File: config.mk
export PLATFORM = sky130hd
export DESIGN_NAME = tile_plotter
export DESIGN_NICKNAME = d
export VERILOG_FILES = /design/src/rtl/memgame_pkg.sv /design/src/rtl/rect_scanner.sv /design/src/rtl/tile_plotter.sv
export SDC_FILE = /design/constraint.sdc
export NUM_CORES = 1
export LEC_CHECK = 0
export ABC_AREA = 1
export CAP_MARGIN = 20
export CORE_UTILIZATION = 46
export DETAILED_ROUTE_END_ITERATION = 12
export DONT_BUFFER_PORTS = 1
export PLACE_DENSITY = 0.63
export SLEW_MARGIN = 20
export SYNTH_ARGS = -nofsm -noshare
export SYNTH_HDL_FRONTEND = slang
export SYNTH_HIERARCHICAL = 1
export SYNTH_SLANG_ARGS = --single-unit
File: constraint.sdc
create_clock -name clk -period 2 [get_ports clk]
set_input_delay 0.3 -clock clk [delete_from_list [all_inputs] [get_ports clk]]
set_output_delay 0.3 -clock clk [all_outputs]
set_load 0.02 [all_outputs]
File: src/rtl/memgame_pkg.sv
// rtl/memgame_pkg.sv - shared colours, letter codes, FSM states and snapshot type for the memory game
package memgame_pkg;

   localparam logic [2:0] COL_RED    = 3'b100;
   localparam logic [2:0] COL_GREEN  = 3'b010;
   localparam logic [2:0] COL_WHITE  = 3'b111;
   localparam logic [2:0] COL_YELLOW = 3'b110;
   localparam logic [2:0] COL_BLUE   = 3'b001;
   localparam logic [2:0] COL_BLACK  = 3'b000;

   localparam logic [3:0] LETTER_BASE = 4'hA;
   localparam int         NUM_TILES   = 6;

   typedef enum logic [1:0] {IDLE, LOAD, DRAW} state_t;

   typedef struct packed {
      logic [3:0] disp;
      logic       win;
      logic       lose;
      logic [2:0] round;
   } snap_t;

   // Lose beats win beats the round-0 splash; only then is a single letter highlighted.
   function automatic logic [2:0] tile_colour(snap_t s, logic [2:0] tile);
      if (s.lose)
         return COL_RED;
      else if (s.win)
         return COL_GREEN;
      else if (s.round == 3'd0)
         return COL_WHITE;
      else if (s.disp >= LETTER_BASE && (s.disp - LETTER_BASE) == {1'b0, tile})
         return COL_YELLOW;
      return COL_BLUE;
   endfunction

endpackage

File: src/rtl/rect_scanner.sv
// rtl/rect_scanner.sv - raster px/py counter over one W x H rectangle
module rect_scanner #(
   parameter int W = 40,
   parameter int H = 40,
   localparam int XW = (W > 1) ? $clog2(W) : 1,
   localparam int YW = (H > 1) ? $clog2(H) : 1
) (
   input  logic          clk,
   input  logic          rst,
   input  logic          start,
   input  logic          advance,
   output logic [XW-1:0] px,
   output logic [YW-1:0] py,
   output logic          last
);

   localparam logic [XW-1:0] PX_LAST = XW'(W - 1);
   localparam logic [YW-1:0] PY_LAST = YW'(H - 1);

   assign last = (px == PX_LAST) && (py == PY_LAST);

   always_ff @(posedge clk or posedge rst) begin
      if (rst) begin
         px <= '0;
         py <= '0;
      end else if (start) begin
         px <= '0;
         py <= '0;
      end else if (advance) begin
         if (px == PX_LAST) begin
            px <= '0;
            py <= (py == PY_LAST) ? '0 : py + 1'b1;
         end else begin
            px <= px + 1'b1;
         end
      end
   end

endmodule

File: src/rtl/tile_plotter.sv
// rtl/tile_plotter.sv - repaints the six letter tiles into the 320x240 frame buffer on any game-state change
module tile_plotter
   import memgame_pkg::*;
#(
   parameter int TILE_W = 40,
   parameter int TILE_H = 40,
   parameter int X0     = 20,
   parameter int Y0     = 100,
   parameter int GAP    = 10
) (
   input  logic       clk,
   input  logic       rst,
   input  logic [3:0] disp,
   input  logic       win,
   input  logic       lose,
   input  logic [2:0] round,
   output logic [8:0] x,
   output logic [7:0] y,
   output logic [2:0] colour,
   output logic       plot,
   output logic       busy
);

   localparam int XW = (TILE_W > 1) ? $clog2(TILE_W) : 1;
   localparam int YW = (TILE_H > 1) ? $clog2(TILE_H) : 1;

   localparam logic [8:0]    X0_L      = 9'(X0);
   localparam logic [7:0]    Y0_L      = 8'(Y0);
   localparam logic [8:0]    STEP      = 9'(TILE_W + GAP);
   localparam logic [2:0]    LAST_TILE = 3'(NUM_TILES - 1);
   localparam logic [XW-1:0] PX_LAST   = XW'(TILE_W - 1);

   if (X0 + NUM_TILES * TILE_W + (NUM_TILES - 1) * GAP > 320 || Y0 + TILE_H > 240) begin : g_illegal
      $error("tile_plotter: tile row does not fit the 320x240 frame");
   end

   state_t        state;
   snap_t         snap;
   snap_t         live;
   logic          snap_valid;
   logic [2:0]    tile;
   logic [8:0]    tile_base;
   logic [XW-1:0] px;
   logic [YW-1:0] py;
   logic          last;
   logic          request;

   assign live    = {disp, win, lose, round};
   assign request = !snap_valid || (live != snap);

   // Scanner counters always describe the pixel currently on x/y.
   rect_scanner #(.W(TILE_W), .H(TILE_H)) u_scan (
      .clk     (clk),
      .rst     (rst),
      .start   (state == LOAD),
      .advance (state == DRAW),
      .px      (px),
      .py      (py),
      .last    (last)
   );

   always_ff @(posedge clk or posedge rst) begin
      if (rst) begin
         state      <= IDLE;
         snap       <= '0;
         snap_valid <= 1'b0;
         tile       <= '0;
         tile_base  <= '0;
         x          <= '0;
         y          <= '0;
         colour     <= COL_BLACK;
         plot       <= 1'b0;
         busy       <= 1'b0;
      end else begin
         case (state)
            IDLE: begin
               plot <= 1'b0;
               if (request) begin
                  state <= LOAD;
                  busy  <= 1'b1;
               end else begin
                  busy  <= 1'b0;
               end
            end
            LOAD: begin
               // The snapshot is being captured from live on this edge, so tile 0 uses the same value.
               snap       <= live;
               snap_valid <= 1'b1;
               tile       <= '0;
               tile_base  <= X0_L;
               x          <= X0_L;
               y          <= Y0_L;
               colour     <= tile_colour(live, 3'd0);
               plot       <= 1'b1;
               busy       <= 1'b1;
               state      <= DRAW;
            end
            DRAW: begin
               if (last) begin
                  if (tile == LAST_TILE) begin
                     state <= IDLE;
                     plot  <= 1'b0;
                     busy  <= 1'b0;
                  end else begin
                     tile      <= tile + 3'd1;
                     tile_base <= tile_base + STEP;
                     x         <= tile_base + STEP;
                     y         <= Y0_L;
                     colour    <= tile_colour(snap, tile + 3'd1);
                  end
               end else if (px == PX_LAST) begin
                  x <= tile_base;
                  y <= Y0_L + 8'(py) + 8'd1;
               end else begin
                  x <= x + 9'd1;
               end
            end
            default: begin
               state <= IDLE;
               plot  <= 1'b0;
               busy  <= 1'b0;
            end
         endcase
      end
   end

endmodule

==> flow_metrics.tcl <==
set metrics [dict create \
    die_area_um2 7820 \
    rows 31 \
    rsz0062_at_grt "true" \
    cts_tree "yes" \
    crit_path_start_kind "register" \
    critical_path_arrival_ns 2.20 \
    routedWlPerCell_um 13.2 \
    cts_buffer_depth 2 \
    fp.dieH_um 88.4 \
    cts-buffers-inserted 9 \
    violations "negative hold slack" \
    fin_crit_sh_pct 98.2 \
    htree_levels 3 \
    synth_seq_area_share_pct 41.5 \
    fin_skew_ns 0.00764 \
    cellPowerDensity_nw_per_um2 581 \
    mostFrequentLayoutCell "nand2_1" \
    dr.pass1.iters 4 \
    use_met2_pct 35.1 \
    synthCells 462 \
    drtAntennaViolNets 0 \
    synthFlopType "dfrtp_1" \
    via_per_inst 5.14 \
    grt_antenna_before_repair 0 \
    use_met3_pct 5.97 \
    syn_nets 485 \
    drv_cap 0 \
    layout_common_cells "141 x nand2_1, 57 x inv_1, 57 x dfrtp_1, 43 x nand3_1, 33 x nor2_1" \
    period_needed_ns 1.96 \
    path_class "register to register" \
    routed_wl_um 7820 \
    setup_viol_count_final 0 \
    pin_count 33 \
    grt_pass1_vias 2997 \
    io_buffers 0 \
    critical-path-max-stage-delay_ns 0.37 \
    min_path_type "primary input to async pin" \
    crit_chain "ha_2 -> nand2_1 -> nor2_2 -> nand2_1 -> nor4_2 -> buf_4 -> inv_4 -> o21ai_4 -> inv_4 -> nand2_8 -> inv_2 -> o21a_1" \
    ys_types 36 \
    ys_warn_count 6 \
    drt_iter0_markers 94 \
    routed-via-count 3030 \
    clkTransAtPathRegs_ns 0.07 \
    gp_congestion 0.778 \
    grt_util_met1_pct 28.1 \
    grt_overflow 0 \
    antenna_cells 0 \
    tightest_slew_ns 0.601 \
    top_usage_layer "met2" \
    grt_pass1_wl_um 13300 \
    synthesis.area_um2 3430 \
    die_w_um 88.4 \
    relSlewSlack_pct 59.9 \
    final_hold_viol_count 10 \
    async_flop_share_pct 100 \
    cpMaxStageDelayCell "dfrtp_1" \
    area_growth_syn_to_layout_pct 13.1 \
    final_util_pct 53.6 \
    grt_max_degree 46 \
    tns_ns 0 \
    crit_path_end_kind "register" \
    status "complete, but fails checks" \
    synth-seq-cells 57 \
    dp_hpwl_um 5520 \
    critPathRequiredTime_ns 2.23 \
    critPathMaxFanout 12 \
    multi_input_area_um2 1730 \
    seqCellArea_um2 1430 \
    hold_slack_ns -0.0126 \
    nets 509 \
    p_leak_nw 1.97 \
    n_fill_cell 722 \
    cts_root_buffer "clkbuf_8" \
    clkLatencyLatePin_ns 0.34 \
    drc 0 \
    grtUsageTotal_pct 21.9 \
    drive_above_1_share_pct 12.0 \
    start_util_pct 47.4 \
    core_area_um2 7250 \
    vdd_drop_max_mv 0.338 \
    numClockSinks 57 \
    syn_avg_cell_area_um2 7.43 \
    synth_edf_count 0 \
    fmax_mhz 509 \
    drv_slew 0 \
]
layer usage:
layer	wire length (µm)	part of all wire, %	up-vias
met3	320	4.1	18
li1	-	-	1544
met2	3600	46	56
met5	0	0	-
met1	3720	48	1412
met4	172	2.2	0
state kept, by name, indices dropped and copies added (netlist names):
signal,cells
plot,1
y,8
colour,3
busy,1
tile_base,8
snap_valid,1
state,2
tile,3
u_scan/py,6
x,9
u_scan/px,6
snap,9
worst max-delay path: cells and delay by family, from the launching register on:
kind | cells | cell delay [ns]
fa+ha+maj | 1 | 0.20
compound gates | 2 | 0.34
simple gates | 5 | 0.52
buf+inv | 4 | 0.43
flops | 1 | 0.37
report_power, final:
group | leakage [nW] | switching (mW) | internal (mW) | total, mW
clock network | 0.0932 | 0.474 | 0.512 | 0.986
registers | 0.680 | 0.0164 | 1.17 | 1.18
logic | 1.19 | 0.0577 | 0.0299 | 0.0876
cell usage after synthesis, types with 3 or more instances:
| library cell | count | area share (%) |
|---|---|---|
| a21oi_1 | 17 | 2.5 |
| a31oi_1 | 4 | 0.73 |
| buf_4 | 3 | 0.66 |
| dfrtp_1 | 57 | 42 |
| ha_1 | 12 | 4.4 |
| inv_1 | 58 | 6.3 |
| inv_4 | 4 | 0.73 |
| nand2_1 | 141 | 15 |
| nand3_1 | 43 | 6.3 |
| nand4_1 | 6 | 1.1 |
| nor2_1 | 34 | 3.7 |
| nor3_1 | 7 | 1.0 |
| o211ai_1 | 5 | 1.1 |
| o21ai_0 | 23 | 3.4 |
| o21ai_1 | 4 | 0.58 |
| o22ai_1 | 6 | 1.1 |
| or2_2 | 3 | 0.55 |
| xnor2_1 | 6 | 1.5 |
| xor2_1 | 4 | 1.0 |
kinds of logic (layout without fill, tap and decap cells):
group           after synthesis  count (layout)  synth area share (%)
compound gates               67              67                  11.4
xor+xnor                     10              10                  2.55
fa+ha+maj                    12              12                  4.37
buf+inv                      72             101                  8.96
flops                        57              57                  41.5
mux                           1               1                 0.328
simple gates                243             243                  30.9
metrics by stage:
step | worst slack, ns | cell area (µm²) | instances | total power [mW] | hold slack [ns]
floorplan | 0.00198 | 3430 | 462 | 1.27 | 0.165
global placement | 0.103 | 3650 | 569 | 1.29 | 0.239
detailed placement | 0.0508 | 3650 | 569 | 1.29 | 0.232
CTS | 0.0447 | 3840 | 586 | 2.28 | 0.00921
global route | -0.0694 | 3880 | 590 | 2.35 | 0.0596
finish | 0.0351 | 3880 | 590 | 2.26 | -0.0126
cell type report:
cell class	instances	area share [%]
tap	99	3.19
sequential	57	36.7
clock buffer	13	4.09
timing repair buffer	21	4.77
multi-input combinational	333	44.4
clock inverter	3	0.386
inverter	64	6.44
worst paths after layout:
path | start | end | slack (ns) | cells past startpoint
worst min-delay path | rst | y[2]$_DFFE_PP0P_ | -0.01 | 2
max in group asynchronous | rst | u_scan/py[3]$_DFFE_PP0P_ | 1.22 | 2
worst max-delay path | u_scan/py[0]$_DFFE_PP0P_ | y[7]$_DFFE_PP0P_ | 0.04 | 12
min in group clk | disp[1] | snap[6]$_DFFE_PP0P_ | 0.08 | 2
worst min register to register | snap_valid$_DFFE_PP0P_ | snap_valid$_DFFE_PP0P_ | 0.50 | 1
worst max register to register | u_scan/py[0]$_DFFE_PP0P_ | y[7]$_DFFE_PP0P_ | 0.04 | 12
timing repair:
action	CTS	global route
setup endpoints to repair	0	18
gates resized for setup	0	5
hold buffers	1	0
hold endpoints to repair	12	0
setup buffers	0	4
Note: power is estimated with default switching activity, not from simulation.
